[src/rtl/mem_port_arbiter_pkg.sv]
// rtl/mem_port_arbiter_pkg.sv - shared types and helpers for the I/D memory port arbiter
package mem_port_arbiter_pkg;

   typedef enum logic [1:0] {SIZE_B, SIZE_H, SIZE_W} mem_size_e;

   typedef enum logic [1:0] {FE_NONE, FE_ACCESS_FAULT} err_type_e;

   typedef struct packed {
      logic        valid;
      logic        wen;
      logic [31:0] addr;
      logic [31:0] wdata;
      logic [3:0]  wmask;
      mem_size_e   size;
   } cache_req_t;

   typedef struct packed {
      logic        valid;
      logic [31:0] rdata;
      logic        error;
      err_type_e   errty;
   } cache_resp_t;

   typedef enum logic {ARB_I, ARB_D} arb_owner_e;

   typedef enum logic [1:0] {IDLE, WAIT_READY, WAIT_RESP, LOCAL_ERR} arb_state_e;

   // Only the two low address bits matter: halfwords need bit 0 clear, words need both clear.
   function automatic logic is_misaligned(input logic [1:0] addr_lo, input mem_size_e size);
      case (size)
         SIZE_H:  return addr_lo[0];
         SIZE_W:  return |addr_lo;
         default: return 1'b0;
      endcase
   endfunction

endpackage

[src/rtl/mem_port_arbiter_if.sv]
// rtl/mem_port_arbiter_if.sv - cache request/response port bundle
interface mem_port_arbiter_if;
   import mem_port_arbiter_pkg::*;

   cache_req_t  req;
   logic        ready;
   cache_resp_t resp;

   // Requester side: issues requests, sees ready and responses.
   modport master (output req, input ready, input resp);
   // Responder side: accepts requests, returns ready and responses.
   modport slave  (input req, output ready, output resp);

endinterface

[src/rtl/mem_port_arbiter.sv]
// rtl/mem_port_arbiter.sv - round-robin sharing of one cache port between fetch and data requesters
module mem_port_arbiter
   import mem_port_arbiter_pkg::*;
#(
   parameter bit DATA_FIRST       = 1'b1,
   parameter bit ADDR_ALIGN_CHECK = 1'b0
) (
   input  logic                      clk,
   input  logic                      reset,
   mem_port_arbiter_if.slave         ibus,
   mem_port_arbiter_if.slave         dbus,
   mem_port_arbiter_if.master        mbus,
   input  logic                      i_kill,
   output logic                      busy,
   output logic                      grant_d
);

   // The requester that lost the imaginary "previous" round wins the first contention.
   localparam arb_owner_e LAST_RST = DATA_FIRST ? ARB_I : ARB_D;

   arb_state_e state_q, state_d;
   arb_owner_e owner_q, owner_d;
   arb_owner_e last_q, last_d;
   logic       drop_resp_q, drop_resp_d;

   logic       i_req_v;
   logic       d_req_v;
   logic       sel_valid;
   cache_req_t sel_req;
   arb_owner_e owner_win;

   // State, grant owner, round-robin pointer and killed-response flag.
   always_ff @(posedge clk or posedge reset) begin
      if (reset) begin
         state_q     <= IDLE;
         owner_q     <= ARB_I;
         last_q      <= LAST_RST;
         drop_resp_q <= 1'b0;
      end else begin
         state_q     <= state_d;
         owner_q     <= owner_d;
         last_q      <= last_d;
         drop_resp_q <= drop_resp_d;
      end
   end

   // Arbitration, next state and the request/response steering mux.
   always_comb begin
      state_d     = state_q;
      owner_d     = owner_q;
      last_d      = last_q;
      drop_resp_d = drop_resp_q;
      owner_win   = ARB_I;

      mbus.req    = '0;
      ibus.ready  = 1'b0;
      dbus.ready  = 1'b0;
      ibus.resp   = '0;
      dbus.resp   = '0;

      // A fetch being redirected is treated as not requesting at all.
      i_req_v   = ibus.req.valid & ~i_kill;
      d_req_v   = dbus.req.valid;
      sel_req   = (owner_q == ARB_D) ? dbus.req : ibus.req;
      sel_valid = (owner_q == ARB_D) ? d_req_v : i_req_v;

      case (state_q)
         IDLE: begin
            if (i_req_v || d_req_v) begin
               if (i_req_v && d_req_v)
                  owner_win = (last_q == ARB_I) ? ARB_D : ARB_I;
               else
                  owner_win = d_req_v ? ARB_D : ARB_I;
               owner_d = owner_win;
               last_d  = owner_win;
               if (ADDR_ALIGN_CHECK && owner_win == ARB_D &&
                   is_misaligned(dbus.req.addr[1:0], dbus.req.size))
                  state_d = LOCAL_ERR;
               else
                  state_d = WAIT_READY;
            end
         end

         WAIT_READY: begin
            mbus.req       = sel_req;
            mbus.req.valid = sel_valid;
            if (owner_q == ARB_D)
               dbus.ready = mbus.ready & sel_valid;
            else
               ibus.ready = mbus.ready & sel_valid;
            if (!sel_valid)
               state_d = IDLE;
            else if (mbus.ready)
               state_d = WAIT_RESP;
         end

         WAIT_RESP: begin
            if (owner_q == ARB_D) begin
               dbus.resp = mbus.resp;
            end else begin
               ibus.resp       = mbus.resp;
               ibus.resp.valid = mbus.resp.valid & ~drop_resp_q & ~i_kill;
               if (mbus.resp.valid)
                  drop_resp_d = 1'b0;
               else if (i_kill)
                  drop_resp_d = 1'b1;
            end
            if (mbus.resp.valid)
               state_d = IDLE;
         end

         LOCAL_ERR: begin
            // Misaligned data access is absorbed here and never reaches the cache.
            dbus.ready       = dbus.req.valid;
            dbus.resp.valid  = dbus.req.valid;
            dbus.resp.error  = 1'b1;
            dbus.resp.errty  = FE_ACCESS_FAULT;
            state_d          = IDLE;
         end

         default: state_d = IDLE;
      endcase
   end

   assign busy    = (state_q != IDLE);
   assign grant_d = (owner_q == ARB_D);

endmodule

[src/flat_wrapper.sv]
// flat-port wrapper written by rule: the top's interface ports become plain ports
module mem_port_arbiter_flat import mem_port_arbiter_pkg::*;
#(
   parameter bit DATA_FIRST       = 1'b1,
   parameter bit ADDR_ALIGN_CHECK = 1'b0
)
  (clk, reset, i_kill, busy, grant_d, ibus_req, ibus_ready, ibus_resp, dbus_req, dbus_ready, dbus_resp, mbus_req, mbus_ready, mbus_resp);
  mem_port_arbiter_if ibus_i ();
  mem_port_arbiter_if dbus_i ();
  mem_port_arbiter_if mbus_i ();
  input  logic clk;
  input  logic reset;
  input  logic i_kill;
  output logic busy;
  output logic grant_d;
  input wire logic [$bits(ibus_i.req)-1:0] ibus_req;
  output wire logic [$bits(ibus_i.ready)-1:0] ibus_ready;
  output wire logic [$bits(ibus_i.resp)-1:0] ibus_resp;
  input wire logic [$bits(dbus_i.req)-1:0] dbus_req;
  output wire logic [$bits(dbus_i.ready)-1:0] dbus_ready;
  output wire logic [$bits(dbus_i.resp)-1:0] dbus_resp;
  output wire logic [$bits(mbus_i.req)-1:0] mbus_req;
  input wire logic [$bits(mbus_i.ready)-1:0] mbus_ready;
  input wire logic [$bits(mbus_i.resp)-1:0] mbus_resp;
  assign ibus_i.req = ibus_req;
  assign ibus_ready = ibus_i.ready;
  assign ibus_resp = ibus_i.resp;
  assign dbus_i.req = dbus_req;
  assign dbus_ready = dbus_i.ready;
  assign dbus_resp = dbus_i.resp;
  assign mbus_req = mbus_i.req;
  assign mbus_i.ready = mbus_ready;
  assign mbus_i.resp = mbus_resp;
  mem_port_arbiter #(.DATA_FIRST(DATA_FIRST), .ADDR_ALIGN_CHECK(ADDR_ALIGN_CHECK)) u_core (.clk(clk), .reset(reset), .ibus(ibus_i), .dbus(dbus_i), .mbus(mbus_i), .i_kill(i_kill), .busy(busy), .grant_d(grant_d));
endmodule
[config.mk]
export PLATFORM = sky130hd
export DESIGN_NAME = mem_port_arbiter_flat
export DESIGN_NICKNAME = d
export VERILOG_FILES = /design/src/rtl/mem_port_arbiter_pkg.sv /design/src/rtl/mem_port_arbiter_if.sv /design/src/rtl/mem_port_arbiter.sv /design/src/flat_wrapper.sv
export SDC_FILE = /design/constraint.sdc
export NUM_CORES = 1
export LEC_CHECK = 0
export ABC_AREA = 1
export BUFFER_PORTS_ARGS = -buffer_cell sky130_fd_sc_hd__buf_2
export CAP_MARGIN = 20
export CORE_AREA = 2 2 127 129
export CTS_CLUSTER_DIAMETER = 100
export DETAILED_ROUTE_END_ITERATION = 10
export DIE_AREA = 0 0 129 131
export SLEW_MARGIN = 20
export SYNTH_ARGS = -nofsm -noshare
export SYNTH_HDL_FRONTEND = slang
export SYNTH_SLANG_ARGS = --single-unit
[constraint.sdc]
create_clock -name clk -period 1.3 [get_ports clk]
set_input_delay 0.065 -clock clk [delete_from_list [all_inputs] [get_ports clk]]
set_output_delay 0.065 -clock clk [all_outputs]
set_load 0.02 [all_outputs]
==> impl_results.md, run 1 <==
* Combinational share of power at between 90% and 100%
* Global-route wire length before repair at 17900 µm
* Top-count cell post-synth: nand2_1
* RR Endpoint: u_core.grant_d
* CTS tree: done
* Prevailing post-synth register cell: dfrtp_1
* CTS H-tree depth at 1
* Most frequent cells after synthesis: nand2_1, nor2_1, a21oi_1
* Die Wd at ~130 µm
* Number of DRC markers in iteration 0 at just under 100
* Post-Place Setup Slack at 0.0114 ns
* Die footprint at around 17000 µm²
* Unrepaired setup endpoints after global routing: yes
* Hpwl dp at roughly 10000 µm
* Max VDD drop at ~0.0009 V
* Power share of the sequential group at 2.6%
* Status: complete, but fails checks
* Worst hold path startpoint: mbus_ready
* Hold Violations, Final at 0
* Setup-failing EPs final at around 150
* Drt wl/cell at between 10 and 15 µm
* WS Path Type: reg2out
* WHS Endpoint: u_core.state_q[1]
* Critical path required time at 1.24 ns
* WP data arrival at about 1.4 ns
* Flops & latches, synth at 4
* Layout cells sized above 1 at around 69%
* Worst-path maximum fanout at 9
* Final min period at 1.49 ns
* DRT antenna net count at 0
* Switching Power at between 0.005 and 0.006 W
* Clock-pin slew on the worst setup and hold paths at 0.03 ns
* Area grow syn2layout at 207%
* P per Cell Area at 1860 nW/µm²
* Max Fclk at ~670 MHz
* Hold Slack at ~0.13 ns
* Clock sinks at 4
* Antenna violations before repair at 0
* Setup Skew at 0.000523 ns
* Initial core utilization at between 10% and 20%
* Switching share of power at 54.1%
* Avg Synthesized Cell Area at 4.39 µm²
* Hold WC Path Type: in2reg
* Leading area contributor after synthesis: nand2_1
* Rel. slew slack at around four fifths
* # diodes at 0
* Vias in the first global route at 3476
* Vias per cell at about 4.1
* Max Cap Violations at 0
* Pint at about 0.0045 W
* Detailed Route WL at 14100 µm
* Synthesized area at ~1700 µm²
* Max Slew Vio Count at 0
* CTS Buffer Depth at 2
* Pin count of the biggest net entering global routing at 32
* Via count at between 3000 and 4000
* Gpl congestion at around 0.81
* GR Overflow Total at 0
* CORE AREA at 15600 µm²
* Nets at ~900
* Drt drc at 0
* Power, Total at between 0.009 and 0.01 W
* RR Startpoint: u_core.grant_d
* Multi-input logic area at 1900 µm²
* Failing checks: setup timing
* Root Buffer: clkbuf_16
* Power share of the clock group at roughly 5.1%
* Synth area leaders: nand2_1, a21oi_1, nor2_1, inv_1, buf_2
* Total CTS buffers at 3
* R2R depth at 6
* Yosys top cell area share at between 30% and 40%
* Post-synthesis cell type count at 17
* Reg2Reg Setup Slack at 0 ns
* Final setup margin at -0.190 ns
* Clk_lat worst skew at between 0.2 and 0.25 ns
* FF/Latch Area at around 100 µm²
* Non-Filler Instances at 954
* Final worst path period share at 115%
* Tot GR Track Use at ~13%
* Async S/R FF share, synth at 100%
* Pre-Repair DR Iteration Count at 4
* IO Port Bufs at 331
* FP Rows at 46
* Seq/Total Area, Yosys at under 10%
* Cells on Worst Hold Path at 3
* Die Span Y at 131 µm
* Dpl cells at a little over 900
* TNS Setup at -18.16 ns
* CP endpoint kind: output pin
* Leakage power at between 2 and 3 nW
* Post-synth EDFFs at 0
* Measured slew at the worst slew-check pin at around 0.30 ns
* Startpoint types: flip-flop
* Ports at about 330
* Fillers at 1663
* Mapped Nets at 580
* Synthesized instance count at between 300 and 400
* Warning count from the yosys run at 0
==> cells by family (layout without fill, tap and decap cells) <==
logic type | after synthesis | count (layout) | share of synthesized area, %
AO/OA/AOI/OAI | 77 | 77 | 22.6
buffers and inverters | 75 | 417 | 18.2
flip-flops | 4 | 4 | 5.76
AND/OR/NAND/NOR | 240 | 240 | 53.4
==> critical path: stages (launching register included) <==
cell	delay [ns]
dfrtp_2	0.43
clkinv_4	0.10
buf_12	0.12
nand2_4	0.09
buf_12	0.17
nor2_1	0.12
buf_4	0.16
==> flip-flops by register name, indices dropped and copies added, names as in the netlist <==
signal              cells
u_core.grant_d          1
u_core.state_q          2
u_core.drop_resp_q      1
==> placed cells by master (no fill, tap or decap) <==
| cell | Yosys | routed |
|---|---|---|
| buf_2 | 22 | 189 |
| nand2_1 | 154 | 126 |
| buf_4 | 2 | 111 |
| a21oi_2 | 0 | 67 |
| buf_6 | 0 | 49 |
| nor2_1 | 74 | 45 |
| inv_1 | 42 | 42 |
| nor2_2 | 0 | 23 |
| nand2_4 | 0 | 18 |
| nand2_2 | 2 | 11 |
| buf_16 | 0 | 8 |
| nor2_4 | 1 | 7 |
| clkbuf_16 | 0 | 7 |
| buf_12 | 0 | 7 |
| nand3_1 | 4 | 4 |
| nand4_1 | 3 | 3 |
| a21oi_1 | 72 | 3 |
| nor3_2 | 0 | 2 |
| o31ai_1 | 2 | 2 |
| a21oi_4 | 0 | 2 |
| dfrtp_1 | 4 | 2 |
| dfrtp_2 | 0 | 2 |
| inv_4 | 0 | 1 |
| nand2_8 | 0 | 1 |
| clkinv_4 | 0 | 1 |
| o21ai_0 | 1 | 1 |
| o22ai_4 | 0 | 1 |
| o22ai_2 | 0 | 1 |
| clkbuf_1 | 7 | 1 |
| dlygate4sd3_1 | 0 | 1 |
==> worst max path at each step <==
stage                          to      startpoint  cells past startpoint
global placement    ibus_resp[35]  u_core.grant_d                      5
global route        ibus_resp[15]  u_core.grant_d                      6
finish               ibus_resp[7]  u_core.grant_d                      6
CTS                  mbus_req[19]  u_core.grant_d                      5
floorplan            dbus_resp[0]  u_core.grant_d                      3
detailed placement   mbus_req[13]  u_core.grant_d                      5
==> timing repair <==
item | in CTS | in global routing
setup endpoints to repair | 147 | 149
gates resized for setup | 169 | 132
pin swaps | 4 | 18
hold buffers | 1 | 0
hold endpoints to repair | 4 | 0
gates cloned | 6 | 5
buffers inserted | 7 | 2
==> per-stage QoR <==
step	cell area [µm²]	util, %
CTS	4760	30.5
global route	5330	34.2
finish	5330	34.2
global placement	4010	25.7
floorplan	1980	-
detailed placement	4010	25.7
==> per-layer routing <==
metal / vias to the layer above / wire (µm) / global-route usage, %
met4: 0 / 311 / 2.81
met1: 1805 / 5250 / 14.6
met5: - / 0 / 0
met2: 232 / 7600 / 28.0
li1: 1902 / - / -
met3: 19 / 935 / 1.30
==> power groups by stage <==
stage                     Combinational (W)  Sequential, W  Clock (W)
after floorplan                     0.00410       0.000250          0
after global placement              0.00651       0.000231          0
after detailed placement            0.00652       0.000232          0
after CTS                           0.00796       0.000264   0.000508
after global routing                0.00973       0.000264   0.000524
final                               0.00913       0.000261   0.000501
==> layout make-up <==
cell class / count / share of cell area [%]
clock buffers: 4 / 1.48
inverters: 44 / 3.24
multi-input cells: 317 / 35.7
flip-flops and latches: 4 / 1.93
well taps: 216 / 5.07
repair buffers: 369 / 52.6
Note: power is estimated with default switching activity, not from simulation.
==> run 2: changes to the inputs <==
--- a/config.mk
+++ b/config.mk
@@ -8,10 +8,11 @@
 export ABC_AREA = 1
 export BUFFER_PORTS_ARGS = -buffer_cell sky130_fd_sc_hd__buf_2
 export CAP_MARGIN = 20
-export CORE_AREA = 2 2 127 129
+export CORE_AREA = 2 2 128 130
+export CTS_BUF_LIST = sky130_fd_sc_hd__clkbuf_4
 export CTS_CLUSTER_DIAMETER = 100
 export DETAILED_ROUTE_END_ITERATION = 10
-export DIE_AREA = 0 0 129 131
+export DIE_AREA = 0 0 130 132
 export SLEW_MARGIN = 20
 export SYNTH_ARGS = -nofsm -noshare
 export SYNTH_HDL_FRONTEND = slang
==> run 2 against run 1 <==
The run still ends with setup timing left; power increased by 1.3%; critical path type unchanged; combinational power increased by 4.8%; first-iteration DRC count increased by 43%; highest routed layer is now met5.
==> impl_results.md, run 2 (same netlist as run 1, synthesis figures left out) <==
* Area grow syn2layout at 240%
* Clk_lat worst skew at 0.23 ns (about the same)
* CTS tree: done
* Setup Skew at 0.00287 ns (+0.00235 ns)
* Max Cap Violations at 0 (unchanged)
* Layout cells sized above 1 at 74.1% (+5.3 points)
* IO Port Bufs at 331 (unchanged)
* Final setup margin at -0.233 ns (-0.0427 ns)
* Drt wl/cell at 16.0 µm (+8.3%)
* Max Fclk at 652 MHz (-2.8%)
* Design area at 5910 µm² (+11%)
* Pin count of the biggest net entering global routing at 36 (+13%)
* WP data arrival at 1.47 ns (+0.05 ns)
* Vias per cell at 4.18 (+0.65%)
* Drt drc at 0 (unchanged)
* Initial core utilization at 11.1% (-0.082 points)
* Post-DP Area at 4020 µm² (+0.25%)
* Global-route wire length before repair at 19300 µm (+8.2%)
* CORE AREA at 15700 µm² (+0.74%)
* Clock-pin slew on the worst setup and hold paths at 0.04 ns (about the same)
* Number of DRC markers in iteration 0 at 140 (+43%)
* WS Path Type: reg2out
* Final min period at 1.53 ns (+0.0427 ns)
* Failing checks: setup timing
* GR Overflow Total at 0 (unchanged)
* Non-Filler Instances at 962 (+0.84%)
* Multi-input logic area at 2270 µm² (+19%)
* Hold Slack at 0.119 ns (-0.0150 ns)
* Clock sinks at 4 (unchanged)
* Status: complete, but fails checks
* Die footprint at 17200 µm² (+1.5%)
* Hold Violations, Final at 0 (unchanged)
* Nets at 931 (+0.87%)
* Hpwl dp at 10700 µm (+6.1%)
* CTS H-tree depth at 1 (unchanged)
* Worst-path maximum fanout at 8 (-1)
* Max Slew Vio Count at 0 (unchanged)
* Power, Total at 0.0100 W (+1.3%)
* Critical path required time at 1.24 ns (about the same)
* Hold WC Path Type: in2reg
* Most common cell after layout, fill and taps aside: buf_2
* Vias in the first global route at 3758 (+8.1%)
* Max VDD drop at 0.000892 V (+1.6%)
* Biggest register: u_core.state_q
* Ports at 332 (unchanged)
* Core Util, Final at 37.6% (+3.5 points)
* Leakage power at 3.03 nW (+2.9%)
* Final worst path period share at 118% (+3.3 points)
* Root Buffer: clkbuf_4
* Tot GR Track Use at 14.2% (+0.66 points)
* CTS Buffer Depth at 2 (unchanged)
* Via count at 4017 (+1.5%)
* Fillers at 1600 (-3.8%)
* Startpoint types: flip-flop
* Die Span Y at 132 µm (+0.76%)
* Total CTS buffers at 3 (unchanged)
* CP endpoint kind: output pin
* Antenna violations before repair at 1 (+1)
* DRT antenna net count at 0 (unchanged)
* Rel. slew slack at 81.7% (+1.9 points)
* FF/Latch Area at 103 µm² (unchanged)
* # diodes at 0 (unchanged)
* Pre-Repair DR Iteration Count at 4 (unchanged)
* Detailed Route WL at 15400 µm (+9.2%)
* Unrepaired setup endpoints after global routing: yes
* Most frequent cells in the layout: buf_2, nand2_1, buf_6
* Gpl congestion at 0.809 (+0.22%)
* FP Rows at 46 (unchanged)
* Dpl cells at 933 (+0.32%)
* Measured slew at the worst slew-check pin at 0.275 ns (-0.0258 ns)
* Reg2Reg Setup Slack at -0.04 ns (-0.04 ns)
* Largest register FFs at 2 (unchanged)
* P per Cell Area at 1690 nW/µm² (-8.8%)
* Die Wd at 130 µm (+0.78%)
* Setup-failing EPs final at 147 (unchanged)
[run 2: final cells by class]
type                    instances  area share, %
well taps                     216           4.57
inverters                      44           2.88
flip-flops and latches          4           1.73
repair buffers                377           51.9
multi-input cells             317           38.4
clock buffers                   4          0.508
[run 2: repair_timing]
action / 4_1_cts / 5_1_grt
setup buffers: 9 / 1
cloned: 6 / 10
hold endpoints to repair: 4 / 0
pin swaps: 3 / 24
setup endpoints to repair: 147 / 149
gates resized for setup: 188 / 238
hold buffers: 1 / 0
[run 2: final timing paths]
check / startpoint / depth (start not counted) / to
max: u_core.state_q[1] / 7 / ibus_resp[17]
min: mbus_ready / 3 / u_core.state_q[1]
max reg2reg: u_core.grant_d / 6 / u_core.grant_d
min reg2reg: u_core.drop_resp_q / 2 / u_core.drop_resp_q
max in group asynchronous: reset / 3 / u_core.grant_d
min in group asynchronous: reset / 3 / u_core.drop_resp_q
[run 2: per-stage QoR]
stage / setup TNS [ns] / worst slack, ns
2_1_floorplan: -0.0675 / -0.0338
3_3_place_gp: 0 / 0.00150
3_5_place_dp: -0.00523 / -0.00523
4_1_cts: -22.81 / -0.204
5_1_grt: -31.09 / -0.275
6_report: -22.50 / -0.233
[run 2: power by group]
part | leakage, nW | internal (W) | switching, W | total, W
logic | 2.96 | 0.00413 | 0.00544 | 0.00957
clock network | 0.0184 | 0.000137 | 0.0000581 | 0.000195
registers | 0.0476 | 0.000180 | 0.0000652 | 0.000245
total | 3.03 | 0.00445 | 0.00557 | 0.0100
[run 2: per-layer routing]
metal	GRT usage [%]	routed length, µm	vias up
met3	1.83	1190	28
li1	-	-	1925
met1	15.1	5500	1811
met5	0	16	-
met2	29.6	8320	251
met4	0.956	376	2
[run 2: critical path, cell delays in order (launching register included)]
cell     delay [ns]
dfrtp_1        0.35
inv_2          0.07
nor2_4         0.13
buf_4          0.15
nand2_8        0.08
buf_8          0.16
nor2_1         0.12
buf_4          0.16
